$ cat config.mk
export PLATFORM = sky130hd
export DESIGN_NAME = unit_manager
export DESIGN_NICKNAME = d
export VERILOG_FILES = /design/src/rtl/unit_manager.sv
export SDC_FILE = /design/constraint.sdc
export NUM_CORES = 1
export LEC_CHECK = 0
export ABC_AREA = 1
export ABC_CLOCK_PERIOD_IN_PS = 13150
export CORE_MARGIN = 5
export CORE_UTILIZATION = 54
export CTS_CLUSTER_SIZE = 16
export DETAILED_ROUTE_END_ITERATION = 12
export PLACE_DENSITY = 0.88
export SYNTH_ARGS = -nofsm -noshare
export SYNTH_HDL_FRONTEND = slang
export SYNTH_SLANG_ARGS = --single-unit
$ cat constraint.sdc
create_clock -name clk -period 13.15 [get_ports clk]
set_input_delay 2.63 -clock clk [delete_from_list [all_inputs] [get_ports clk]]
set_output_delay 2.63 -clock clk [all_outputs]
set_load 0.01 [all_outputs]
$ cat src/rtl/unit_manager.sv
// rtl/unit_manager.sv - 16-slot unit table: spawn placement, lane movement, retirement scoring
module unit_manager #(
  parameter int unsigned MOVE_DIV = 1_000_000,
  parameter logic [8:0]  LANE_END = 9'd400,
  parameter logic [7:0]  COOLDOWN = 8'd20
) (
  input  logic         clk,
  input  logic         rst,
  input  logic         run,
  input  logic         spawn_req,
  input  logic [1:0]   spawn_type,
  output logic         spawn_ack,
  output logic         spawn_nack,
  output logic [143:0] unit_loc,
  output logic [31:0]  unit_type,
  output logic [4:0]   live_count,
  output logic [7:0]   cat_score,
  output logic [7:0]   enemy_score,
  output logic         move_tick
);

  localparam int unsigned     DIV_W   = $clog2(MOVE_DIV);
  localparam logic [DIV_W-1:0] DIV_MAX = DIV_W'(MOVE_DIV - 1);

  logic [DIV_W-1:0] div_q;
  logic [7:0]       cool_q;
  logic [7:0]       cool_d;
  logic [8:0]       loc_q  [16];
  logic [1:0]       type_q [16];
  logic [8:0]       loc_d  [16];
  logic [1:0]       type_d [16];

  logic       free_found;
  logic [3:0] free_idx;
  logic       accept;
  logic       reject;
  logic [4:0] cat_ret;
  logic [4:0] enemy_ret;
  logic [8:0] cat_sum;
  logic [8:0] enemy_sum;

  assign move_tick = !rst && run && (div_q == DIV_MAX);

  // Lowest-index empty slot, searched on the table as it stands before this cycle's move.
  always_comb begin
    free_found = 1'b0;
    free_idx   = 4'd0;
    for (int i = 15; i >= 0; i--) begin
      if (type_q[i] == 2'b00) begin
        free_found = 1'b1;
        free_idx   = 4'(i);
      end
    end
  end

  assign accept = spawn_req && run && (spawn_type != 2'b00) && (cool_q == 8'd0) && free_found;
  assign reject = spawn_req && run && !accept;

  always_comb begin
    cat_ret   = 5'd0;
    enemy_ret = 5'd0;
    for (int i = 0; i < 16; i++) begin
      loc_d[i]  = loc_q[i];
      type_d[i] = type_q[i];
      if (move_tick) begin
        case (type_q[i])
          2'b01, 2'b10: begin
            if (loc_q[i] == 9'd0) begin
              type_d[i] = 2'b00;
              cat_ret   = cat_ret + 5'd1;
            end else begin
              loc_d[i] = loc_q[i] - 9'd1;
            end
          end
          2'b11: begin
            if (loc_q[i] == LANE_END) begin
              type_d[i] = 2'b00;
              loc_d[i]  = 9'd0;
              enemy_ret = enemy_ret + 5'd1;
            end else begin
              loc_d[i] = loc_q[i] + 9'd1;
            end
          end
          default: ;
        endcase
      end
      // The chosen slot is empty, so a move can never touch it in the same cycle.
      if (accept && (free_idx == 4'(i))) begin
        type_d[i] = spawn_type;
        loc_d[i]  = (spawn_type == 2'b11) ? 9'd0 : LANE_END;
      end
    end
  end

  always_comb begin
    cool_d = cool_q;
    if (accept) begin
      cool_d = COOLDOWN;
    end else if (move_tick && (cool_q != 8'd0)) begin
      cool_d = cool_q - 8'd1;
    end
  end

  assign cat_sum   = {1'b0, cat_score}   + {4'b0, cat_ret};
  assign enemy_sum = {1'b0, enemy_score} + {4'b0, enemy_ret};

  always_ff @(posedge clk) begin
    if (rst) begin
      for (int i = 0; i < 16; i++) begin
        loc_q[i]  <= 9'd0;
        type_q[i] <= 2'b00;
      end
      div_q       <= '0;
      cool_q      <= 8'd0;
      cat_score   <= 8'd0;
      enemy_score <= 8'd0;
      spawn_ack   <= 1'b0;
      spawn_nack  <= 1'b0;
    end else begin
      for (int i = 0; i < 16; i++) begin
        loc_q[i]  <= loc_d[i];
        type_q[i] <= type_d[i];
      end
      if (run) begin
        div_q <= move_tick ? '0 : div_q + 1'b1;
      end
      cool_q      <= cool_d;
      cat_score   <= cat_sum[8]   ? 8'hFF : cat_sum[7:0];
      enemy_score <= enemy_sum[8] ? 8'hFF : enemy_sum[7:0];
      spawn_ack   <= accept;
      spawn_nack  <= reject;
    end
  end

  always_comb begin
    live_count = 5'd0;
    for (int i = 0; i < 16; i++) begin
      unit_loc[9*i +: 9]  = loc_q[i];
      unit_type[2*i +: 2] = type_q[i];
      if (type_q[i] != 2'b00) begin
        live_count = live_count + 5'd1;
      end
    end
  end

endmodule
### Word-level counts from Yosys, hierarchy flattened

Memory sizes are Yosys's and may differ from the RTL's.
Cells that the tools add are included.

* register bits: 46
* memories: 2
* input bits: 6
* output and inout bits: 200
* bits in writable memories: 176

* muxes and demuxes: 345
* add/sub/neg operators: 81
* reductions and logical operators: 96
* equality and inequality tests: 81
* bitwise operators: 32

Memory list
* loc_q: words 16, bits a word 9, read ports 16, clocked after Yosys merged registers in 0, wr ports 16, line 28 `logic [8:0] loc_q [16];`
* type_q: words 16, bits a word 2, read ports 16, clocked after Yosys merged registers in 0, wr ports 16, line 29 `logic [1:0] type_q [16];`

Operators with widths (count)
* $mux 9: 81
* $mux 5: 107
* $pmux 9 s2: 16
* $add 5x1->5 const B: 45
* $mux 2: 80
* $add 9x1->9 const B: 16
* $eq 9x9->1 const B: 16
* $logic_not 9->1: 16
* $sub 9x1->9 const B: 16
* $eq 2x2->1 const B: 33
* $mux 4: 16
* $pmux 2 s2: 16
* $reduce_bool 2->1: 18
* $reduce_or 2->1: 17
* $eq 2x1->1 const B: 16
* $eq 4x4->1 const B: 8
* $logic_not 2->1: 16
* $or 1x1->1: 32
* $mux 1: 26
* $logic_and 1x1->1: 24
* $add 20x1->20 const B: 1
* $eq 20x20->1 const B: 1
* $mux 20: 1
* $add 8x5->9: 2
* other kinds (9): 15

### Depth between registers and ports, before layout

An unclocked memory read counts as a cell.

* depth after elaboration: 67
* gate-level depth with buffers: 94
* depth with buffers taken out: 87

### Least setup slack after synthesis

No wires, ideal clock.

* path type: input port to flip-flop
* from: in rst
* to: reg enemy_score[0]
* arrival: 13.986 ns
* stages on the path: 91
* buffers on the path: 8
* slack: -0.952 ns
* path through: buf_2 inv_2 nand2_1 nor2_1 nand3_2 buf_4 clkbuf_1 clkbuf_1 buf_1 buf_1 clkbuf_1 buf_1 nor2_1 ha_1 or2_2 nand2_1 inv_1 ha_1 [55 not listed] a21oi_1 ha_1 o21ai_0 nor2_1 fa_1 nand2_1 inv_1 o21a_1 nor2_1 nor2_1 o21ai_0 inv_1 nand2_1 inv_1 nand2_1 inv_1 o21ai_0 inv_1

* longest elaborated chain between the ends: 66

Ends and longest elaborated chain
* start: declaration: line 8 `input logic rst,`
* $logic_not 1->1: line 42 `assign move_tick = !rst && run && (div_q == DIV_MAX);`
* $logic_and 1x1->1 (2 in series): line 42
* $mux 1: line 65 `if (move_tick) begin`
* $add 5x1->5: line 79 `enemy_ret = enemy_ret + 5'd1;`
* $mux 5: line 76 `if (loc_q[i] == LANE_END) begin`
* $mux 5: line 66 `case (type_q[i])`
* $mux 5: line 65
* $add 5x1->5: line 79
* [49 not listed]
* $mux 5: line 66
* $mux 5: line 65
* $add 5x1->5: line 79
* $mux 5: line 76
* $mux 5: line 66
* $mux 5: line 65
* $add 8x5->9: line 105 `assign enemy_sum = {1'b0, enemy_score} + {4'b0, enemy_ret};`
* $mux 8: line 129 `enemy_score <= enemy_sum[8] ? 8'hFF : enemy_sum[7:0];`
* end signal: assignment: line 129
* end: declaration: line 18 `output logic [7:0] enemy_score,`

Parallel ways exist; a longest one is shown, timed or not.
A chain may end at the register's enable or synchronous reset.

==> impl_metrics.toml <==
[run_status]
status = "completed"

[synthesis]
ys.warnings.count = 0
synth_enable_flop_cells = 0
synth_nets = 3930
synth_area_um2 = 22480
syn_area_per_cell_um2 = 5.914
top_area_cell_type_share_of_the_netlist_area_pct = 19.77
synth_cells = 3801
synth.area.top_cells = "dfxtp_1 20%, nand2_1 15%, inv_1 11%"
postSynthRegisterBits = 222
synth_cell_type_count = 70
synth_largest_area_cell = "dfxtp_1"
asyncSetResetFlopFracSynth_pct = 0
synth-seq-area-share_pct = 19.77
synth_flop_cell = "dfxtp_1"

[setup_path]
worst-setup-path-type = "flip-flop to primary output"
critical_path.slowest_cell = "clkdlybuf4s50_1"
end_kind = "primary output"
timing.critical_path.buf_inv = 12
timing.critical_path.slowest_cell_delay_ns = 0.53
timing.rr.end = "enemy_score[5]$_SDFF_PP0_"
cp.arrival_ns = 9.64
critical_path_required_ns = 10.52
nature_of_the_critical_path_startpoint = "flip-flop"
timing.reg2reg.worst_path_depth = 84
reg2reg_setup_slack_ns = 2.19
maximum_net_fanout_on_the_critical_path = 4
cp_top_family = "adder cells"
worst_r2r_startpoint = "loc_q[0][0]$_SDFFE_PP0P_"
critical-path-top-cell-by-count = "ha_1"

[min_path]
timing.hold.worst.class = "flip-flop to flip-flop"
hp-start = "cool_q[0]$_SDFFE_PP0P_"
min_delay_worst_endpoint = "cool_q[0]$_SDFFE_PP0P_"
holdPathStages = 2

[sta]
clock_skew_ns = 0.01173
max-slew-margin-rel_pct = 35.82
timing.fmax_ghz = 0.08149
min_period_ns = 12.27
slew_violations = 0
fin_worst_hold_slack_ns = 0.4712
setup_total_negative_slack_ns = 0
worstMarginPinSlew_ns = 0.9554
timing.final.hold_violations = 0
period_share_pct = 93.32
setup_viol = 0

[clock_tree]
number_of_buffers_on_the_longest_clock_path = 3
clock_sink_count = 222
cts_tree = "yes"
numCtsBuffers = 28
cts_max_level = 1
cts-root-buf = "clkbuf_16"
worstSkewPairLatency_ns = 0.57
clk_pin_slew_worst_paths_ns = 0.07

[placement]
dpl.hpwl_um = 51040
placement.io_buffers = 205
placed_cells = 4486
gp_congestion = 0.9674
placement.cell_area_um2 = 25040

[layout]
insertedDiodeCount = 0
design_area_um2 = 26050
num-fill-cells = 3758
post_layout_nonfiller_instances = 4540
post_route_cells_drive_above_1_share_pct = 6.886
layout.cells.most_common = "nand2_1"
finish.net_count = 4117
most-common-layout-cells = "873 x nand2_1, 628 x inv_1, 473 x nor2_1"
p_r_area_growth_vs_syn_pct = 15.89

[pwr]
switching_share_pct = 24.18
netSwitchingPower_uw = 366.2
p_int_uw = 1148
fin_total_pwr_uw = 1514
peakVddDrop_mv = 0.08466
power_leakage_uw = 0.01180
share_clk_of_total_power_pct = 50.9
pwr_density_cell_nw_per_um2 = 58.13
sequentialPowerShare_pct = 44.8
combPwrFrac_pct = 4.3

[route]
post-route-drc-count = 0
firstDrtPassIters = 6
route.final.wire_length_um = 67030
wl_per_cell_um = 14.77
drtIter0Drc = 2496
via_count = 25470
routed_via_density = 5.611
count_of_nets_left_with_antenna_violations_after_detail_routing = 0

[global_route]
grt_remaining_overflow = 0
grt_max_degree = 66
vias_in_the_first_global_route = 23440
grt_antenna_before_repair = 0
globalRouteTotalUtil_pct = 27.76
grt_pass1_wl_um = 111100

[floorplanning]
core.rowCount = 74
floorplan.die.height_um = 214.0
dieArea_um2 = 45810
design.portCount = 206
start_util_pct = 54.80
placeable_core_region_um2 = 41020
chipWidth_um = 214.0

[job]
max-cap-violations = 0
## state kept, by name, indices dropped and copies added (netlist names)
register,count
cat_score,8
cool_q,8
div_q,20
enemy_score,8
loc_q,144
spawn_ack,1
spawn_nack,1
type_q,32
## per-stage QoR
step | setup WS, ns | utilization [%]
after floorplan | 0.001313 | -
after global placement | 0.1292 | 61.04
after detailed placement | -0.1720 | 61.04
after CTS | 0.3139 | 63.23
after global routing | -0.04630 | 63.51
final | 0.8781 | 63.51
## cells by family after synthesis
logic type | share of synthesized area, %
xor+xnor | 6.023
fa+ha+maj | 6.913
compound gates | 15.50
flops | 19.77
buf+inv | 12.52
simple gates | 39.27
## area by class of cell
| class | instances | area (um2) | area share, % |
|---|---|---|---|
| clock inverter | 5 | 52.55 | 0.2017 |
| multi-input combinational | 2840 | 15320 | 58.79 |
| tap | 532 | 665.6 | 2.555 |
| clock buffer | 45 | 845.8 | 3.247 |
| timing repair buffer | 227 | 2215 | 8.501 |
| inverter | 669 | 2511 | 9.640 |
| sequential | 222 | 4444 | 17.06 |
## worst max-delay path by stage
stage	startpoint	end	slack, ns	cells after the start
floorplan	rst	enemy_score[0]$_SDFF_PP0_	0.001	92
global placement	run	enemy_score[5]$_SDFF_PP0_	0.13	78
detailed placement	run	enemy_score[1]$_SDFF_PP0_	-0.17	83
CTS	run	enemy_score[1]$_SDFF_PP0_	0.31	83
global route	run	enemy_score[0]$_SDFF_PP0_	-0.05	85
finish	type_q[0][2]$_SDFFE_PP0P_	live_count[4]	0.88	50
## per-layer routing
metal	routed length (um)	part of all wire, %	GRT usage, %
met5	0	0	0
met3	6011	9.0	4.588
met4	2016	3.0	9.427
met1	28760	43	37.02
met2	30250	45	45.86
## power groups by stage
stage / clock [uW] / sequential [uW] / combinational [uW]
after floorplan: 0 / 693 / 40.8
after global placement: 0 / 693 / 62.3
after detailed placement: 0 / 693 / 63.2
after CTS: 780 / 678 / 63.4
after global routing: 808 / 678 / 71.6
final: 771 / 678 / 64.9
## synthesized netlist by cell type, drive strengths merged (40+ instances only)
cell / count
nand3: 289
ha: 121
xnor2: 48
nor3: 98
nor2: 500
o21ai: 201
nand4: 80
xor2: 98
dfxtp: 222
a21oi: 224
inv: 659
nand2: 949
clkbuf: 40
## worst register-to-register path: cells and delay by family, from the launching register on
| family | cells | cell delay [ns] |
|---|---|---|
| compound gates | 18 | 2.02 |
| fa+ha+maj | 12 | 3.21 |
| buf+inv | 19 | 1.29 |
| flops | 1 | 0.33 |
| simple gates | 35 | 4.01 |
## what timing repair did
| item | in CTS | in global routing |
|---|---|---|
| setup endpoints to repair | 0 | 20 |
| gates resized for setup | 0 | 33 |
| hold buffers | 0 | 0 |
| buffers inserted | 0 | 4 |
Note: power is estimated with default switching activity, not from simulation.
